===== src/rtl/wb_arb_pkg.sv =====
// -----------------------------------------------------------------------------
// wb_arb_pkg
// Shared types and constants for the write-back port arbiter:
//   REG_ADDR_W / XLEN - register address and data widths
//   arb_state_e       - arbiter FSM states
//   grant_e           - which requester owns the register-file port this cycle
//   pend_entry_t      - one pending-result buffer entry {valid, rd, data}
// -----------------------------------------------------------------------------
package wb_arb_pkg;

  localparam int REG_ADDR_W = 5;
  localparam int XLEN       = 32;

  typedef enum logic [1:0] {
    ST_IDLE,     // buffer holds no live entry
    ST_PENDING,  // live entries waiting, starvation counter running
    ST_FORCE     // head must be written this cycle, pipe is stalled
  } arb_state_e;

  typedef enum logic [1:0] {
    GNT_NONE,
    GNT_PIPE,
    GNT_HEAD,
    GNT_EXT
  } grant_e;

  typedef struct packed {
    logic                  valid;
    logic [REG_ADDR_W-1:0] rd;
    logic [XLEN-1:0]       data;
  } pend_entry_t;

endpackage : wb_arb_pkg


===== src/rtl/wb_port_arbiter_if.sv =====
// -----------------------------------------------------------------------------
// wb_port_arbiter_if
// Bundles every non-clock signal of the write-back port arbiter.
//   slave  modport : arbiter side (consumes pipe/ext/decode, drives rf port)
//   master modport : core side (drives pipe/ext/decode, sees rf port)
// Signals:
//   pipe_we/pipe_rd/pipe_wdata   WB-stage write request
//   pipe_stall                   hold WB and upstream
//   ext_valid/ext_rd/ext_wdata   long-latency result offer
//   ext_ready                    arbiter accepts the ext result
//   rs1_addr/rs2_addr, hazard    decode source lookup against the buffer
//   rf_we/rf_waddr/rf_wdata      the single register-file write port
// -----------------------------------------------------------------------------
interface wb_port_arbiter_if;
  import wb_arb_pkg::*;

  logic                  pipe_we;
  logic [REG_ADDR_W-1:0] pipe_rd;
  logic [XLEN-1:0]       pipe_wdata;
  logic                  pipe_stall;

  logic                  ext_valid;
  logic [REG_ADDR_W-1:0] ext_rd;
  logic [XLEN-1:0]       ext_wdata;
  logic                  ext_ready;

  logic [REG_ADDR_W-1:0] rs1_addr;
  logic [REG_ADDR_W-1:0] rs2_addr;
  logic                  hazard;

  logic                  rf_we;
  logic [REG_ADDR_W-1:0] rf_waddr;
  logic [XLEN-1:0]       rf_wdata;

  modport slave (
    input  pipe_we, pipe_rd, pipe_wdata,
    input  ext_valid, ext_rd, ext_wdata,
    input  rs1_addr, rs2_addr,
    output pipe_stall, ext_ready, hazard,
    output rf_we, rf_waddr, rf_wdata
  );

  modport master (
    output pipe_we, pipe_rd, pipe_wdata,
    output ext_valid, ext_rd, ext_wdata,
    output rs1_addr, rs2_addr,
    input  pipe_stall, ext_ready, hazard,
    input  rf_we, rf_waddr, rf_wdata
  );

endinterface : wb_port_arbiter_if


===== src/rtl/wb_pend_fifo.sv =====
// -----------------------------------------------------------------------------
// wb_pend_fifo
// DEPTH-entry circular buffer of pending long-latency results.
// Entries can be killed by destination register; dead entries ahead of the
// first live one are retired in the same cycle without using the port.
// Ports:
//   clk, rst_n                 clock, async active-low reset
//   push_i, push_rd_i/data_i   enqueue at tail (caller guarantees not full)
//   pop_i                      retire the live head (written to the rf)
//   kill_i, kill_rd_i          invalidate every live entry with rd == kill_rd_i
//   head_o                     first live entry (head_o.valid = one exists)
//   count_o                    occupied slots, dead-but-unretired included
//   any_valid_next_o           a live entry will remain after this cycle
//   valid_o, rd_o              per-slot liveness and destination for lookup
// -----------------------------------------------------------------------------
module wb_pend_fifo
  import wb_arb_pkg::*;
#(
  parameter int DEPTH = 2
) (
  input  logic                  clk,
  input  logic                  rst_n,
  input  logic                  push_i,
  input  logic [REG_ADDR_W-1:0] push_rd_i,
  input  logic [XLEN-1:0]       push_data_i,
  input  logic                  pop_i,
  input  logic                  kill_i,
  input  logic [REG_ADDR_W-1:0] kill_rd_i,
  output pend_entry_t           head_o,
  output logic [$clog2(DEPTH):0] count_o,
  output logic                  any_valid_next_o,
  output logic [DEPTH-1:0]      valid_o,
  output logic [REG_ADDR_W-1:0] rd_o [DEPTH]
);

  localparam int PTR_W = $clog2(DEPTH);
  localparam int CNT_W = PTR_W + 1;

  logic [DEPTH-1:0]      valid_q, valid_d;
  logic [REG_ADDR_W-1:0] rd_q   [DEPTH];
  logic [XLEN-1:0]       data_q [DEPTH];
  logic [PTR_W-1:0]      rd_ptr_q, rd_ptr_d;
  logic [PTR_W-1:0]      wr_ptr_q, wr_ptr_d;
  logic [CNT_W-1:0]      count_q, count_d;

  logic                  head_found;
  logic [PTR_W-1:0]      head_idx;
  logic [CNT_W-1:0]      skip;
  logic [CNT_W-1:0]      deq;

  // Find the first live slot from the read pointer. Free slots always carry
  // valid=0, so scanning all DEPTH slots never lands past the tail. With no
  // live slot every occupied slot is dead and is retired at once.
  // NOTE: every always_comb output gets a default first so no path leaves a
  // variable unassigned, which would infer a latch.
  always_comb begin
    head_found = 1'b0;
    head_idx   = rd_ptr_q;
    skip       = count_q;
    for (int i = DEPTH - 1; i >= 0; i--) begin
      if (valid_q[rd_ptr_q + PTR_W'(i)]) begin
        head_found = 1'b1;
        head_idx   = rd_ptr_q + PTR_W'(i);
        skip       = CNT_W'(i);
      end
    end
  end

  always_comb begin
    deq      = skip + CNT_W'(pop_i && head_found);
    rd_ptr_d = rd_ptr_q + PTR_W'(deq);
    wr_ptr_d = wr_ptr_q + PTR_W'(push_i);
    count_d  = count_q - deq + CNT_W'(push_i);

    valid_d = valid_q;
    if (kill_i) begin
      for (int i = 0; i < DEPTH; i++) begin
        if (valid_q[i] && (rd_q[i] == kill_rd_i)) valid_d[i] = 1'b0;
      end
    end
    if (pop_i && head_found) valid_d[head_idx] = 1'b0;
    if (push_i)              valid_d[wr_ptr_q] = 1'b1;
  end

  // NOTE: sequential state uses non-blocking assignments so every flop samples
  // the pre-edge values regardless of block ordering.
  always_ff @(posedge clk or negedge rst_n) begin
    if (!rst_n) begin
      valid_q  <= '0;
      rd_ptr_q <= '0;
      wr_ptr_q <= '0;
      count_q  <= '0;
    end else begin
      valid_q  <= valid_d;
      rd_ptr_q <= rd_ptr_d;
      wr_ptr_q <= wr_ptr_d;
      count_q  <= count_d;
    end
  end

  // NOTE: payload storage is not reset; the valid bits alone decide whether a
  // slot means anything, so resetting rd/data would only add reset fan-out.
  always_ff @(posedge clk) begin
    if (push_i) begin
      rd_q[wr_ptr_q]   <= push_rd_i;
      data_q[wr_ptr_q] <= push_data_i;
    end
  end

  assign head_o           = '{valid: head_found, rd: rd_q[head_idx], data: data_q[head_idx]};
  assign count_o          = count_q;
  assign any_valid_next_o = |valid_d;
  assign valid_o          = valid_q;
  assign rd_o             = rd_q;

endmodule : wb_pend_fifo


===== src/rtl/wb_port_arbiter.sv =====
// -----------------------------------------------------------------------------
// wb_port_arbiter
// Shares one register-file write port between the in-order WB stage and a
// long-latency unit. Ext results that cannot be written immediately wait in
// wb_pend_fifo; a starvation FSM forces the oldest one through by stalling
// the pipe for a single cycle.
// Ports:
//   clk, rst_n  clock, async active-low reset
//   bus         wb_port_arbiter_if.slave (pipe, ext, decode lookup, rf port)
// Parameters:
//   DEPTH         pending-buffer entries (power of two, >= 2)
//   STARVE_LIMIT  denied PENDING cycles before the head is forced
// -----------------------------------------------------------------------------
module wb_port_arbiter
  import wb_arb_pkg::*;
#(
  parameter int DEPTH        = 2,
  parameter int STARVE_LIMIT = 4
) (
  input  logic               clk,
  input  logic               rst_n,
  wb_port_arbiter_if.slave   bus
);

  localparam int CNT_W    = $clog2(DEPTH) + 1;
  localparam int STARVE_W = $clog2(STARVE_LIMIT + 1);
  localparam logic [CNT_W-1:0]    DEPTH_C      = CNT_W'(DEPTH);
  localparam logic [STARVE_W-1:0] STARVE_LAST  = STARVE_W'(STARVE_LIMIT - 1);

  arb_state_e            state_q;
  logic [STARVE_W-1:0]   starve_q;
  logic                  stall_q;
  logic                  active_q;   // low until the first edge after reset

  pend_entry_t           head;
  logic [CNT_W-1:0]      count;
  logic                  any_valid_next;
  logic [DEPTH-1:0]      ent_valid;
  logic [REG_ADDR_W-1:0] ent_rd [DEPTH];

  logic                  ext_ready;
  logic                  pipe_ok;
  logic                  ext_ok;
  grant_e                grant;
  logic                  rf_we;
  logic [REG_ADDR_W-1:0] rf_waddr;
  logic [XLEN-1:0]       rf_wdata;
  logic                  hazard;

  // Ready depends only on flops, so ext_valid/pipe_we never loop back into it.
  assign ext_ready = active_q && (count < DEPTH_C);
  assign pipe_ok   = bus.pipe_we && (bus.pipe_rd != '0);
  // An ext transfer to x0 completes but is neither written nor buffered.
  assign ext_ok    = bus.ext_valid && ext_ready && (bus.ext_rd != '0);

  always_comb begin
    grant = GNT_NONE;
    if (active_q) begin
      if (state_q == ST_FORCE) begin
        if (head.valid) grant = GNT_HEAD;
      end else if (pipe_ok) begin
        grant = GNT_PIPE;
      end else if (head.valid) begin
        grant = GNT_HEAD;
      end else if (ext_ok) begin
        grant = GNT_EXT;
      end
    end
  end

  always_comb begin
    rf_we    = 1'b0;
    rf_waddr = '0;
    rf_wdata = '0;
    case (grant)
      GNT_PIPE: begin rf_we = 1'b1; rf_waddr = bus.pipe_rd; rf_wdata = bus.pipe_wdata; end
      GNT_HEAD: begin rf_we = 1'b1; rf_waddr = head.rd;     rf_wdata = head.data;      end
      GNT_EXT:  begin rf_we = 1'b1; rf_waddr = bus.ext_rd;  rf_wdata = bus.ext_wdata;  end
      default:  ;
    endcase
  end

  always_comb begin
    hazard = 1'b0;
    for (int i = 0; i < DEPTH; i++) begin
      if (ent_valid[i]) begin
        if ((bus.rs1_addr != '0) && (bus.rs1_addr == ent_rd[i])) hazard = 1'b1;
        if ((bus.rs2_addr != '0) && (bus.rs2_addr == ent_rd[i])) hazard = 1'b1;
      end
    end
  end

  // A granted pipe write is younger than anything buffered for the same rd,
  // so those buffered results must never reach the register file.
  wb_pend_fifo #(.DEPTH(DEPTH)) u_fifo (
    .clk              (clk),
    .rst_n            (rst_n),
    .push_i           (ext_ok && (grant != GNT_EXT)),
    .push_rd_i        (bus.ext_rd),
    .push_data_i      (bus.ext_wdata),
    .pop_i            (grant == GNT_HEAD),
    .kill_i           (grant == GNT_PIPE),
    .kill_rd_i        (bus.pipe_rd),
    .head_o           (head),
    .count_o          (count),
    .any_valid_next_o (any_valid_next),
    .valid_o          (ent_valid),
    .rd_o             (ent_rd)
  );

  always_ff @(posedge clk or negedge rst_n) begin
    if (!rst_n) begin
      state_q  <= ST_IDLE;
      starve_q <= '0;
      stall_q  <= 1'b0;
      active_q <= 1'b0;
    end else begin
      active_q <= 1'b1;
      stall_q  <= 1'b0;
      case (state_q)
        ST_IDLE: begin
          starve_q <= '0;
          if (any_valid_next) state_q <= ST_PENDING;
        end
        ST_PENDING: begin
          if (!any_valid_next) begin
            state_q  <= ST_IDLE;
            starve_q <= '0;
          end else if (grant == GNT_HEAD) begin
            starve_q <= '0;
          end else if (starve_q == STARVE_LAST) begin
            state_q  <= ST_FORCE;
            starve_q <= '0;
            stall_q  <= 1'b1;
          end else begin
            starve_q <= starve_q + 1'b1;
          end
        end
        ST_FORCE: begin
          starve_q <= '0;
          state_q  <= any_valid_next ? ST_PENDING : ST_IDLE;
        end
        default: begin
          state_q  <= ST_IDLE;
          starve_q <= '0;
        end
      endcase
    end
  end

  assign bus.ext_ready  = ext_ready;
  assign bus.pipe_stall = stall_q;
  assign bus.hazard     = hazard;
  assign bus.rf_we      = rf_we;
  assign bus.rf_waddr   = rf_waddr;
  assign bus.rf_wdata   = rf_wdata;

endmodule : wb_port_arbiter


===== src/flat_wrapper.sv =====
// flat-port wrapper written by rule: the top's interface ports become plain ports
module wb_port_arbiter_flat import wb_arb_pkg::*;
#(
  parameter int DEPTH        = 2,
  parameter int STARVE_LIMIT = 4
)
  (clk, rst_n, bus_pipe_we, bus_pipe_rd, bus_pipe_wdata, bus_ext_valid, bus_ext_rd, bus_ext_wdata, bus_rs1_addr, bus_rs2_addr, bus_pipe_stall, bus_ext_ready, bus_hazard, bus_rf_we, bus_rf_waddr, bus_rf_wdata);
  wb_port_arbiter_if bus_i ();
  input  logic clk;
  input  logic rst_n;
  input wire logic [$bits(bus_i.pipe_we)-1:0] bus_pipe_we;
  input wire logic [$bits(bus_i.pipe_rd)-1:0] bus_pipe_rd;
  input wire logic [$bits(bus_i.pipe_wdata)-1:0] bus_pipe_wdata;
  input wire logic [$bits(bus_i.ext_valid)-1:0] bus_ext_valid;
  input wire logic [$bits(bus_i.ext_rd)-1:0] bus_ext_rd;
  input wire logic [$bits(bus_i.ext_wdata)-1:0] bus_ext_wdata;
  input wire logic [$bits(bus_i.rs1_addr)-1:0] bus_rs1_addr;
  input wire logic [$bits(bus_i.rs2_addr)-1:0] bus_rs2_addr;
  output wire logic [$bits(bus_i.pipe_stall)-1:0] bus_pipe_stall;
  output wire logic [$bits(bus_i.ext_ready)-1:0] bus_ext_ready;
  output wire logic [$bits(bus_i.hazard)-1:0] bus_hazard;
  output wire logic [$bits(bus_i.rf_we)-1:0] bus_rf_we;
  output wire logic [$bits(bus_i.rf_waddr)-1:0] bus_rf_waddr;
  output wire logic [$bits(bus_i.rf_wdata)-1:0] bus_rf_wdata;
  assign bus_i.pipe_we = bus_pipe_we;
  assign bus_i.pipe_rd = bus_pipe_rd;
  assign bus_i.pipe_wdata = bus_pipe_wdata;
  assign bus_i.ext_valid = bus_ext_valid;
  assign bus_i.ext_rd = bus_ext_rd;
  assign bus_i.ext_wdata = bus_ext_wdata;
  assign bus_i.rs1_addr = bus_rs1_addr;
  assign bus_i.rs2_addr = bus_rs2_addr;
  assign bus_pipe_stall = bus_i.pipe_stall;
  assign bus_ext_ready = bus_i.ext_ready;
  assign bus_hazard = bus_i.hazard;
  assign bus_rf_we = bus_i.rf_we;
  assign bus_rf_waddr = bus_i.rf_waddr;
  assign bus_rf_wdata = bus_i.rf_wdata;
  wb_port_arbiter #(.DEPTH(DEPTH), .STARVE_LIMIT(STARVE_LIMIT)) u_core (.clk(clk), .rst_n(rst_n), .bus(bus_i));
endmodule

===== config.mk =====
export PLATFORM = sky130hd
export DESIGN_NAME = wb_port_arbiter_flat
export DESIGN_NICKNAME = d
export VERILOG_FILES = /design/src/rtl/wb_arb_pkg.sv /design/src/rtl/wb_port_arbiter_if.sv /design/src/rtl/wb_pend_fifo.sv /design/src/rtl/wb_port_arbiter.sv /design/src/flat_wrapper.sv
export SDC_FILE = /design/constraint.sdc
export NUM_CORES = 1
export LEC_CHECK = 0
export ABC_CLOCK_PERIOD_IN_PS = 3100
export CORE_MARGIN = 10
export CORE_UTILIZATION = 49
export CTS_CLUSTER_DIAMETER = 100
export DETAILED_ROUTE_END_ITERATION = 8
export PLACE_DENSITY_LB_ADDON = 0.08
export SETUP_SLACK_MARGIN = 0.1
export SLEW_MARGIN = 30
export SYNTH_ARGS = -nofsm -noshare
export SYNTH_HDL_FRONTEND = slang
export SYNTH_SLANG_ARGS = --single-unit

===== constraint.sdc =====
create_clock -name clk -period 3.1 [get_ports clk]
set_input_delay 0.465 -clock clk [delete_from_list [all_inputs] [get_ports clk]]
set_output_delay 0.465 -clock clk [all_outputs]
set_load 0.01 [all_outputs]

==> flow_summary_export.csv, run 1 <==
group,metric,value,unit
power_and_ir_drop,p_sw,1.69,mW
finish,fin_area,6550,um2
clock_network,numCtsBuffers,9,
clock_network,clock_latency,370,ps
drt,num_vias,4115,
drt,drtIter0Drc,296,
clock_network,cts-root-buf,"clkbuf_8",
floorplan,start_util,50.4,%
clock_network,cts.clk_slew.worst_paths,100,ps
floorplan,coreArea,9240,um2
grt,grt_use_total,19.6,%
run,drv_cap,0,
floorplan,die_width,118,um
worst_setup_path,worst_setup_path_start_kind,"input port",
drt,drt_wl_total,14800,um
worst_setup_path,path_class,"input port to register",
timing,relSlewSlack,59.6,%
drt,drc,0,
synth,postSynthRegisterBits,87,
clock_network,cts_tree,"done",
hold_path,hold_path_end,"u_core.u_fifo.rd_o[0]$_DFFE_PP_",
status,status,"complete, no violations",
power_and_ir_drop,p_leak,2.54,nW
worst_setup_path,cp.arrival,3190,ps
finish,drive_gt1_share,20.4,%
synth,syn_inst,445,
worst_setup_path,r2r_slack,260,ps
timing,tightestPinTransition,605,ps
worst_setup_path,path_cells,"dlygate4sd2_1, or4_4, nor2_4, buf_6, o211ai_4, buf_6, buf_4, inv_1, ha_1, ha_1, inv_1, ha_1, xnor2_2, xnor2_1, xnor2_1",
hold_path,min_path_type,"input port to register",
grt,grt_overflow,0,
synth,synth_ff_type,"edfxtp_1",
placement,placed_cell_area,6290,um2
synth,syn_area,4660,um2
grt,grt_pass1_vias,4212,
power_and_ir_drop,p_comb_share,48.1,%
clock_network,cts.path.max_buffers,2,
timing,setup_ws,203,ps
power_and_ir_drop,p_int,2.63,mW
synth,synth_cell_type_count,42,
power_and_ir_drop,peakVddDrop,0.000411,V
placement,portBuffers,128,
synth,synth.avg_cell_area,10.5,um2
drt,vias_per_cell,5.55,
synth,synth_edf_count,74,
worst_setup_path,cp.required,3390,ps
worst_setup_path,cpPeakStageDelay,570,ps
power_and_ir_drop,pwr_density_cell,660,nW/um2
synth,yosysWarnings,0,
timing,skew,14.6,ps
power_and_ir_drop,clkPwrFrac,16.5,%
synth,synth.yosys.seq_area_share,54.7,%
power_and_ir_drop,switching_share,39.1,%
placement,routabilityCongestion,0.914,
synth,synth_nets,539,
finish,diodes,0,
floorplan,row_count,35,
clock_network,ctsHoldBuffers,0,
placement,place_ws,-409,ps
placement,dpl.hpwl,10400,um
hold_path,holdCritStartpoint,"bus_ext_rd[0]",
worst_setup_path,crit_buf_inv,6,
drt,postRouteAntennaNets,0,
worst_setup_path,worstPathMaxFanout,6,
timing,fin_crit_sh,93.4,%
timing,fmax,0.345,GHz
timing,drv_slew,0,
clock_network,h-tree-depth,3,
floorplan,io_pins,129,
power_and_ir_drop,seq_power_share,35.5,%
worst_setup_path,critPathTopFamily,"buffers and inverters",
timing,setup_viol,0,
timing,setup_tns,0,ps
worst_setup_path,path_common_cell,"ha_1",
floorplan,dieArea,13800,um2
worst_setup_path,endpoint_kind,"register",
hold_path,hold_depth,2,
worst_setup_path,r2r_start,"u_core.state_q[1]$_DFFE_PN0P_",
clock_network,cts.sinks,87,
grt,antenna_found_initial,0,
timing,hold_slack,432,ps
timing,fin_crit,2900,ps
worst_setup_path,cpMaxStageDelayCell,"or4_4",
grt,grt_max_degree,31,
worst_setup_path,r2r-end,"u_core.u_fifo.count_o[1]$_DFF_PN0_",
worst_setup_path,reg2reg_depth,13,
power_and_ir_drop,p_total,4.32,mW
synth,async_flop_share,14.9,%
timing,finalHoldViolations,0,
timing,rsz0062_at_grt,"no",
grt,grt_pass1_wl,22100,um
drt,dr.pass1.iters,5,
finish,nNetsFinal,701,
floorplan,fp.dieH,118,um
finish,area_growth,40.6,%
drt,wire_per_inst,20.0,um
## how the worst max path moves through the flow
| stage | startpoint | endpoint | cells past startpoint |
|---|---|---|---|
| 6_report | bus_pipe_rd[2] | u_core.u_fifo.count_o[1]$_DFF_PN0_ | 15 |
| 5_1_grt | bus_pipe_rd[2] | u_core.u_fifo.count_o[1]$_DFF_PN0_ | 15 |
| 4_1_cts | bus_ext_rd[0] | bus_rf_wdata[6] | 8 |
| 3_5_place_dp | bus_ext_rd[2] | bus_rf_wdata[18] | 8 |
| 3_3_place_gp | bus_pipe_rd[3] | bus_rf_waddr[4] | 9 |
| 2_1_floorplan | bus_pipe_rd[3] | u_core.u_fifo.count_o[1]$_DFF_PN0_ | 13 |
## power by group through the flow
stage	Sequential, mW	Combinational [mW]	Clock (mW)
after floorplan	1.54	1.12	0
after detailed placement	1.56	1.92	0
after global placement	1.55	1.87	0
final	1.53	2.08	0.710
after CTS	1.53	1.91	0.715
after global routing	1.55	2.26	0.762
## metrics by stage
stage               instances  util, %
CTS                       729     70.2
global placement          711     68.1
global route              741     70.9
floorplan                 445        -
detailed placement        711     68.1
finish                    741     70.9
## per-layer routing
layer / share of wire [%] / wire (um) / global-route usage, % / vias to the layer above
li1: - / - / - / 1958
met1: 44 / 6450 / 23.4 / 1972
met2: 49 / 7210 / 34.0 / 170
met3: 6.6 / 983 / 6.00 / 15
met4: 1.1 / 166 / 4.17 / 0
met5: 0 / 0 / 0 / -
## synth_stat cells (all sizes together) (5+ instances only)
library cell | n | area [um2]
a21oi | 16 | 87.6
dfrtp | 13 | 325
a21o | 31 | 233
o21ai | 37 | 189
inv | 8 | 30.0
a221o | 7 | 70.1
ha | 6 | 75.1
nand2 | 84 | 315
nor2 | 5 | 26.3
buf | 17 | 105
xor2 | 15 | 131
nand3 | 35 | 175
xnor2 | 19 | 166
a31oi | 30 | 188
clkbuf | 14 | 52.6
edfxtp | 74 | 2220
## registers in the layout, summed over array words and instances (netlist names)
register and flops:
u_core.u_fifo.data_q 64, u_core.u_fifo.count_o 2, u_core.state_q 2, u_core.u_fifo.rd_ptr_q 1, u_core.starve_q 3, u_core.u_fifo.wr_ptr_q 1, u_core.u_fifo.rd_o 10, u_core.bus.pipe_stall 1
u_core.u_fifo.valid_o 2, u_core.active_q 1
## layout make-up
class / count / area (um2)
timing repair buffer: 182 / 1640
multi-input combinational: 319 / 1990
fill: 692 / 2690
clock buffer: 9 / 124
sequential: 87 / 2550
clock inverter: 7 / 47.5
inverter: 8 / 30.0
tap: 129 / 161
## timing repair
action                                  in CTS  in global routing
pin swaps                                    4                  8
gates resized for setup                    126                 68
endpoints found under the setup margin      39                 33
cloned                                       1                  6
buffers inserted                             1                  6
endpoints found under the hold margin        0                  0
## layout by cell type, fill, tap and decap left out, types with 14 or more instances in the layout
cell type,netlist,routed
xnor2_1,19,18
xor2_1,15,15
clkdlybuf4s50_1,0,82
nand2_1,84,84
a21o_1,31,31
buf_4,3,35
buf_2,12,31
edfxtp_1,74,74
a21oi_1,14,14
a31oi_1,30,29
o21ai_0,36,31
nand3_1,35,35
## logic make-up after synthesis
family | count (synthesis) | share of synthesized area (%)
DFF | 87 | 54.7
and+or+nand+nor | 146 | 14.3
xor gates and xnor gates | 34 | 6.39
other | 1 | 0.0805
buffers and inverters | 39 | 4.03
AOI/OAI and AO/OA | 132 | 18.9
adders and majority gates | 6 | 1.61
(Power assumes the default switching activity.)
==> inputs of run 2 (changes only) <==
--- a/config.mk
+++ b/config.mk
@@ -6,10 +6,12 @@
 export NUM_CORES = 1
 export LEC_CHECK = 0
 export ABC_CLOCK_PERIOD_IN_PS = 3100
+export CORE_ASPECT_RATIO = 0.6
 export CORE_MARGIN = 10
 export CORE_UTILIZATION = 49
 export CTS_CLUSTER_DIAMETER = 100
 export DETAILED_ROUTE_END_ITERATION = 8
+export GPL_TIMING_DRIVEN = 0
 export PLACE_DENSITY_LB_ADDON = 0.08
 export SETUP_SLACK_MARGIN = 0.1
 export SLEW_MARGIN = 30
==> run 2 against run 1 <==
  * Power up 6.0%
  * Clock-buffer cell count is 3 higher
  * Final area barely moved
  * Sequential share of layout area about the same
  * Maximum frequency is 3.3% lower
  * Via count grew 0.19%
  * Routed wire length down 3.8%
  * Critical endpoint is now bus_rf_waddr[3]
  * Highest routed layer unchanged
==> flow_summary_export.csv, run 2 (synthesized netlist as in run 1, its figures left out) <==
group,metric,value,unit
status,status,"complete, no violations",
worst_setup_path,endpoint_kind,"primary output",
drt,dr_wl_met2,6190,um
power_and_ir_drop,pwr_density_cell,699,nW/um2
grt,grt_pass1_vias,4013,
drt,drc,0,
floorplan,fp.dieH,95.5,um
power_and_ir_drop,p_sw,1.66,mW
timing,fin_crit_sh,96.6,%
placement,dp.cells,704,
clock_network,cts.path.max_buffers,2,
worst_setup_path,path_cells,"dlygate4sd2_1, or4_4, o211a_4, a21oi_4, buf_6, o21ai_0, a31oi_2, clkdlybuf4s15_2",
timing,skew,6.54,ps
finish,layout_commonest_cell,"nand2_1",
finish,multiInputGateArea,2010,um2
grt,grt_pass1_wl,22100,um
timing,fmax,0.334,GHz
timing,relSlewSlack,60.4,%
power_and_ir_drop,switching_share,36.4,%
power_and_ir_drop,p_leak,2.48,nW
worst_setup_path,path_class,"input port to primary output",
finish,regMostFlops,"u_core.u_fifo.data_q",
finish,finish.utilization,71.0,%
worst_setup_path,crit_buf_inv,3,
clock_network,clock_latency,350,ps
power_and_ir_drop,peakVddDrop,0.000354,V
placement,portBuffers,128,
timing,setup_viol,0,
power_and_ir_drop,p_total,4.58,mW
drt,postRouteAntennaNets,0,
grt,grt_use_total,20.2,%
power_and_ir_drop,clkPwrFrac,23.3,%
worst_setup_path,critPathTopFamily,"compound AO/OA/AOI/OAI gates",
worst_setup_path,cpMaxStageDelayCell,"or4_4",
clock_network,numCtsBuffers,9,
clock_network,cts_tree,"done",
floorplan,row_count,27,
power_and_ir_drop,p_comb_share,42.7,%
drt,top_layer_used,"met4",
grt,grt_overflow,0,
finish,seq_area,2550,um2
power_and_ir_drop,seq_power_share,34.0,%
floorplan,start_util,50.5,%
worst_setup_path,worstPathMaxFanout,10,
drt,vias_per_cell,5.65,
timing,setup_tns,0,ps
finish,n_fill_cell,688,
drt,drtIter0Drc,387,
timing,tightestPinTransition,592,ps
clock_network,ctsHoldBuffers,0,
drt,wire_per_inst,19.5,um
floorplan,die_width,146,um
clock_network,cts-root-buf,"clkbuf_16",
placement,routabilityCongestion,0.827,
finish,nNetsFinal,687,
finish,drive_gt1_share,16.7,%
timing,hold_slack,416,ps
clock_network,h-tree-depth,3,
grt,grt_max_degree,38,
timing,finalHoldViolations,0,
finish,area_growth,40.6,%
grt,antenna_found_initial,2,
timing,fin_crit,3000,ps
run,drv_cap,0,
worst_setup_path,cpPeakStageDelay,540,ps
worst_setup_path,cp.required,2630,ps
drt,num_vias,4123,
timing,rsz0062_at_grt,"yes",
floorplan,dieArea,13900,um2
drt,dr.pass1.iters,5,
clock_network,cts.sinks,87,
floorplan,io_pins,129,
clock_network,cts.clk_slew.worst_paths,60,ps
finish,largest_reg_flops,64,
drt,wl_met3,1410,um
worst_setup_path,worst_setup_path_start_kind,"input port",
worst_setup_path,cp.arrival,2530,ps
finish,fin_cells,730,
placement,dpl.hpwl,10200,um
power_and_ir_drop,p_int,2.91,mW
drt,met1_length,6480,um
timing,drv_slew,0,
finish,final_cell_mix,"84 x nand2_1, 81 x clkdlybuf4s50_1, 74 x edfxtp_1",
hold_path,min_path_type,"input port to register",
floorplan,coreArea,9220,um2
drt,drt_wl_total,14300,um
run 2: cell count changes in the layout (fill, tap and decap cells not counted), sizes merged:
cell,previous run,this run
clkdlybuf4s50,82,81
clkinv,6,2
dlygate4sd2,5,14
dlymetal6s2s,4,2
bufinv,0,1
inv,9,8
clkdlybuf4s15,0,10
clkbuf,17,34
clkinvlp,0,1
buf,83,39
diode,0,2
run 2: through the flow:
stage | setup slack, ps | area (um2)
floorplan | 309 | 4660
global placement | -944 | 6100
detailed placement | -632 | 6140
CTS | 42.3 | 6500
global route | 38.6 | 6550
finish | 105 | 6550
run 2: power by group through the flow:
stage	sequential, mW	combinational (mW)	clock [mW]
after floorplan	1.54	1.12	0
after global placement	1.56	1.79	0
after detailed placement	1.57	1.84	0
after CTS	1.55	1.89	1.08
after global routing	1.57	2.14	1.13
final	1.56	1.95	1.07
run 2: final timing paths:
| path | start | endpoint | slack (ps) | cells after the start |
|---|---|---|---|---|
| worst max register to register | u_core.state_q[1]$_DFFE_PN0P_ | u_core.u_fifo.count_o[1]$_DFF_PN0_ | 270 | 13 |
| worst min register to register | u_core.starve_q[0]$_DFF_PN0_ | u_core.starve_q[0]$_DFF_PN0_ | 530 | 3 |
| max in group asynchronous | rst_n | u_core.u_fifo.valid_o[1]$_DFF_PN0_ | 2180 | 1 |
| worst min-delay path | bus_ext_rd[2] | u_core.u_fifo.rd_o[7]$_DFFE_PP_ | 420 | 1 |
| worst max-delay path | bus_ext_rd[3] | bus_rf_waddr[3] | 100 | 8 |
| min in group asynchronous | rst_n | u_core.u_fifo.count_o[0]$_DFF_PN0_ | 500 | 1 |
run 2: final cells by class:
cell class,count,area share [%]
inverters,8,0.458
multi-input cells,319,30.7
flip-flops and latches,87,38.9
clock buffers,12,3.76
well taps,130,2.48
repair buffers,139,19.5
diodes,2,0.0764
clock inverters,4,0.726
plain buffers,29,3.38
run 2: timing repair:
action,in CTS,in global routing
setup buffers,6,4
gates resized for setup,111,58
hold endpoints to repair,0,0
endpoints found under the setup margin,39,37
pin swaps,5,7
run 2: layer usage:
metal / GRT usage [%] / vias to the layer above
li1: - / 1941
met1: 27.1 / 1967
met2: 30.3 / 197
met3: 6.95 / 18
met4: 5.86 / 0
met5: 0 / -
